## src/rtl/count_sequencer.sv

```systemverilog
// Gate/capture sequencer: settle, open a count window, capture the count, push {chan,count} downstream.
// Latency start->enable SETTLE_CYC+1 edges, fallingedge->fifo_wr_en 2 edges; FIFO full drops the word (sticky overflow).
`timescale 1ns/1ps
module count_sequencer #(
  parameter int SETTLE_CYC  = 4,
  parameter int TIMEOUT_CYC = 4095
) (
  input  logic        clk_12mhz,
  input  logic        reset,
  input  logic        start,
  input  logic        stop,
  input  logic        alt_en,
  input  logic        chan_sel,
  input  logic [15:0] window_len,
  input  logic        fallingedge,
  input  logic [22:0] count_p,
  input  logic        fifo_full,
  input  logic        clr_flags,
  output logic        count_mode,
  output logic        enable,
  output logic        fifo_wr_en,
  output logic [23:0] fifo_data,
  output logic        busy,
  output logic        overflow,
  output logic        timeout_err
);

  typedef enum logic [2:0] {IDLE, ARM, MEASURE, CAPTURE, STORE, NEXT} state_t;

  localparam logic [15:0] SETTLE_LAST  = 16'(SETTLE_CYC - 1);
  localparam logic [15:0] TIMEOUT_LAST = 16'(TIMEOUT_CYC - 1);

  state_t      state;
  logic        chan;
  logic        stop_req;
  logic [15:0] cnt;
  logic [23:0] data;
  logic        start_q;
  logic        stop_q;
  logic        fe_q;
  logic [22:0] count_q;
  logic        next_chan;

  assign next_chan = alt_en ? ~chan : chan_sel;

  always_ff @(posedge clk_12mhz or posedge reset) begin
    if (reset) begin
      state       <= IDLE;
      chan        <= 1'b0;
      stop_req    <= 1'b0;
      cnt         <= '0;
      data        <= '0;
      start_q     <= 1'b0;
      stop_q      <= 1'b0;
      fe_q        <= 1'b0;
      count_q     <= '0;
      count_mode  <= 1'b0;
      enable      <= 1'b0;
      fifo_wr_en  <= 1'b0;
      fifo_data   <= '0;
      busy        <= 1'b0;
      overflow    <= 1'b0;
      timeout_err <= 1'b0;
    end else begin
      // Inputs pass through one register stage; this stage sets both latencies.
      start_q    <= start;
      stop_q     <= stop;
      fe_q       <= fallingedge && (state == CAPTURE);
      count_q    <= count_p;
      fifo_wr_en <= 1'b0;

      // Clear first so a set later in this block takes priority.
      if (clr_flags) begin
        overflow    <= 1'b0;
        timeout_err <= 1'b0;
      end
      if (state != IDLE && stop_q)
        stop_req <= 1'b1;

      case (state)
        IDLE: begin
          if (start_q && !stop_q) begin
            state      <= ARM;
            chan       <= chan_sel;
            count_mode <= chan_sel;
            stop_req   <= 1'b0;
            cnt        <= '0;
            busy       <= 1'b1;
          end
        end
        ARM: begin
          if (cnt >= SETTLE_LAST) begin
            state  <= MEASURE;
            enable <= 1'b1;
            cnt    <= (window_len == 16'd0) ? 16'd1 : window_len;
          end else begin
            cnt <= cnt + 16'd1;
          end
        end
        MEASURE: begin
          if (cnt <= 16'd1) begin
            state  <= CAPTURE;
            enable <= 1'b0;
            cnt    <= '0;
          end else begin
            cnt <= cnt - 16'd1;
          end
        end
        CAPTURE: begin
          if (fe_q) begin
            data  <= {chan, count_q};
            state <= STORE;
          end else if (cnt >= TIMEOUT_LAST) begin
            data        <= {chan, 23'h7FFFFF};
            timeout_err <= 1'b1;
            state       <= STORE;
          end else begin
            cnt <= cnt + 16'd1;
          end
        end
        STORE: begin
          if (!fifo_full) begin
            fifo_wr_en <= 1'b1;
            fifo_data  <= data;
          end else begin
            overflow <= 1'b1;
          end
          state <= NEXT;
        end
        NEXT: begin
          if (stop_req || stop_q) begin
            state    <= IDLE;
            busy     <= 1'b0;
            stop_req <= 1'b0;
          end else begin
            chan       <= next_chan;
            count_mode <= next_chan;
            cnt        <= '0;
            state      <= ARM;
          end
        end
        default: begin
          state  <= IDLE;
          busy   <= 1'b0;
          enable <= 1'b0;
        end
      endcase
    end
  end

endmodule

```

## config.mk

```make
export PLATFORM = sky130hd
export DESIGN_NAME = count_sequencer
export DESIGN_NICKNAME = d
export VERILOG_FILES = /design/src/rtl/count_sequencer.sv
export SDC_FILE = /design/constraint.sdc
export NUM_CORES = 1
export LEC_CHECK = 0
export CORE_UTILIZATION = 56
export CTS_BUF_LIST = sky130_fd_sc_hd__clkbuf_16
export DETAILED_ROUTE_END_ITERATION = 10
export PLACE_DENSITY = 0.84
export SYNTH_ARGS = -nofsm -noshare
export SYNTH_HDL_FRONTEND = slang
export SYNTH_SLANG_ARGS = --single-unit
```

## constraint.sdc

```tcl
create_clock -name clk_12mhz -period 9.2 [get_ports clk_12mhz]
set_input_delay 1.84 -clock clk_12mhz [delete_from_list [all_inputs] [get_ports clk_12mhz]]
set_output_delay 1.84 -clock clk_12mhz [all_outputs]
set_load 0.1 [all_outputs]
```

==> impl_results.md <==
* Hold path startpoint: data[6]$_DFFE_PP0P_
* Post-DP HPWL at 7108 um
* Drt drc at 0
* Share of layout cells above drive strength 1 at 13.02%
* Comb pwr share at 50.4%
* Crit Path Class: reg -> out
* Met1 WL at 4500 um
* Syn_area_per_cell at 11.62 um2
* Post-synthesis sequential area ratio at 57.11%
* CTS Buf Count at 9
* R2R depth at 6
* Vias per Instance at 6.194
* Top post-synthesis cells by area: dfrtp_1 57%, mux2_2 6.4%, o22a_1 4.6%, o21ai_0 3.0%, a21oi_1 2.3%
* Hold path endpoint: data[6]$_DFFE_PP0P_
* Top Family by Delay on Critical Path: buffers and inverters
* Worst setup SP type: register
* Fin crit share at 40.65%
* Design Area, Final at 0.005508 mm2
* Dpl ws at 5.401 ns
* Worst R2R Setup Slack at 6.36 ns
* Core Area at 0.007408 mm2
* Port Buffers at 77
* Diodes inserted at 0
* Remaining Overflow, GRT at 0
* Seq cells post-synth at 100
* Ys async rst share at 100.0%
* Die height at 90.46 um
* Via count at 3419
* Sw Ratio at 50.12%
* H-tree Lvls at 3
* Slew Limit Fails at 0
* Final nets at 500
* GRT Total Usage at 27.68%
* Outcome: completed
* Part of the power in registers at 32.6%
* CP max stage cell: clkdlybuf4s50_1
* Crit path arrival time at 1.90 ns
* Postcts setup bufs at 0
* Count of final setup violators at 0
* Lkg Pwr at 0.002088 uW
* Top Metal Used: met4
* TritonCTS Sinks at 100
* Largest area contributor in the netlist: dfrtp_1
* DR WL/cell at 19.18 um
* RR Startpoint: cnt[2]$_DFFE_PP0P_
* CTS clk-pin slew, worst paths at 0.08 ns
* Worst path max stage delay at 1.16 ns
* Global-route wire length before repair at 17510 um
* Initial antenna violation count at 0
* Worst hold-check path type: reg -> reg
* Worst-path fanout max at 4
* Post-synth top area share at 57.11%
* Worst-case clock buffer depth at 2
* Width of the die at 90.46 um
* Die area at 0.008182 mm2
* RSZ-0062 raised after global routing: no
* CTS resizes at 0
* Syn_nets at 429
* Int Pwr at 1121 uW
* Iteration-0 DRC Markers at 331
* Peak VDD IR at 0.0002957 V
* RR Endpoint: cnt[4]$_DFFE_PP0P_
* Initial Util at 59.15%
* Cell-by-cell trace of the critical path: clkdlybuf4s50_1
* Final min period at 3.740 ns
* CP bufs+invs at 1
* Nature of the critical path endpoint: output port
* Net Switching at 1127 uW
* Setup TNS Final at 0 ns
* Post-synth EDFFs at 0
* Io pins at 78
* Metal2 WL at 4954 um
* Clock Skew at 0.008513 ns
* Vias in the first global route at 3428
* Largest net degree at the start of global routing at 61
* Max-cap violations at 0
* Worst-margin pin slew at 1.074 ns
* Count of cell types in the netlist at 59
* Min setup slack post-route at 5.460 ns
* Hold buffers post-CTS at 0
* Final-report hold violation count at 0
* Met3 wire length at 864 um
* Worst Path Required at 7.36 ns
* Gpl congestion at 0.9845
* Syn Inst Count at 377
* Worst hold path depth at 1
* Ys Warns at 0
* Fmax at 267.4 MHz
* Router iterations before antenna repair at 7
* Area Overhead vs Synth at 25.70%
* Clk pwr share at 17.0%
* CTS tree: built
* Design Power at 2248 uW
* Post-place instance area at 0.005191 mm2
* Routed Wire Length at 10590 um
* Num rows at 31
* Slew HR at 28.35%
* Root buffer cell: clkbuf_16
* Synthesized cell area at 0.004382 mm2
* Most used DFF post-synth: dfrtp_1
* Crit path from: chan$_DFFE_PP0P_
* Post-route ant nets at 0
* Worst-Skew Late Latency at 0.34 ns
* Pwr dens at 408.1 mW/mm2
-- layer usage --
| metal | vias up | GRT usage [%] |
|---|---|---|
| li1 | 1544 | - |
| met1 | 1670 | 37.21 |
| met2 | 181 | 43.58 |
| met3 | 24 | 7.576 |
| met4 | 0 | 9.677 |
| met5 | - | 0 |
-- cell usage after synthesis, types with 6 or more instances --
cell type	number
nor2_1	21
a21oi_1	20
nand3_1	13
buf_2	9
nor4_1	8
inv_1	13
mux2_2	25
o22a_1	23
nand2_1	13
o21ai_0	26
nand2b_1	6
nor3_1	12
clkbuf_1	6
dfrtp_1	100
-- worst max-delay path by stage --
stage,endpoint,slack (ns),cells past startpoint
2_1_floorplan,busy$_DFFE_PP0P_,4.74,1
3_3_place_gp,cnt[5]$_DFFE_PP0P_,5.50,6
3_5_place_dp,cnt[5]$_DFFE_PP0P_,5.40,6
4_1_cts,count_mode,5.45,1
5_1_grt,count_mode,5.41,1
6_report,count_mode,5.46,1
-- cell type report --
cell class / instances / area (um2)
Clock buffer: 9 / 225.2
Clock inverter: 7 / 91.34
Fill cell: 501 / 1901
Inverter: 14 / 55.05
Multi-Input combinational cell: 243 / 1717
Sequential cell: 100 / 2502
Tap cell: 99 / 123.9
Timing Repair Buffer: 80 / 793.3
-- through the flow --
| stage | std cells | hold WS (ns) | utilization [%] |
|---|---|---|---|
| after floorplan | 377 | 0.4544 | - |
| after global placement | 536 | 0.4592 | 70.07 |
| after detailed placement | 536 | 0.4616 | 70.07 |
| after CTS | 552 | 0.4901 | 74.35 |
| after global routing | 552 | 0.5024 | 74.35 |
| final | 552 | 0.4866 | 74.35 |
-- sequential cells by signal, indices dropped and copies added, names as in the netlist, 3 cells and up --
signal     cells
cnt           16
count_q       23
data          24
fifo_data     24
state          3
-- power groups by stage --
stage	registers, uW	clock network (uW)	logic, uW
after floorplan	1120	0	461
after global placement	727	0	1120
after detailed placement	733	0	1120
after CTS	729	387	1130
after global routing	754	406	1190
final	733	381	1130
-- layout by cell type (no fill, tap or decap), types with 3 or more instances in the layout --
master           instances
a31oi_1                  5
o21ai_0                 26
a21oi_1                 20
a32o_1                   3
buf_4                    3
o22ai_1                  5
nand2b_1                 6
nor3_1                  12
and4_1                   5
nor4_1                   8
xnor2_1                  3
nor2_1                  20
o22a_1                  23
clkdlybuf4s50_1         77
nand2_1                 13
inv_1                   12
a32oi_1                  3
dfrtp_1                100
mux2_2                  25
o21ai_1                  3
a221oi_1                 3
nand3_1                 13
clkinv_8                 4
ha_1                     4
clkbuf_16                9
-- cells by family after synthesis --
| logic type | after synthesis | synth area share, % |
|---|---|---|
| XOR/XNOR | 4 | 0.7997 |
| flip-flops | 100 | 57.11 |
| AND/OR/NAND/NOR | 94 | 12.14 |
| multiplexers | 26 | 6.653 |
| buffers and inverters | 34 | 3.769 |
| adder cells (fa/ha/maj) | 4 | 1.142 |
| AO/OA/AOI/OAI | 115 | 18.39 |
Power figures use the tool's default switching activity.
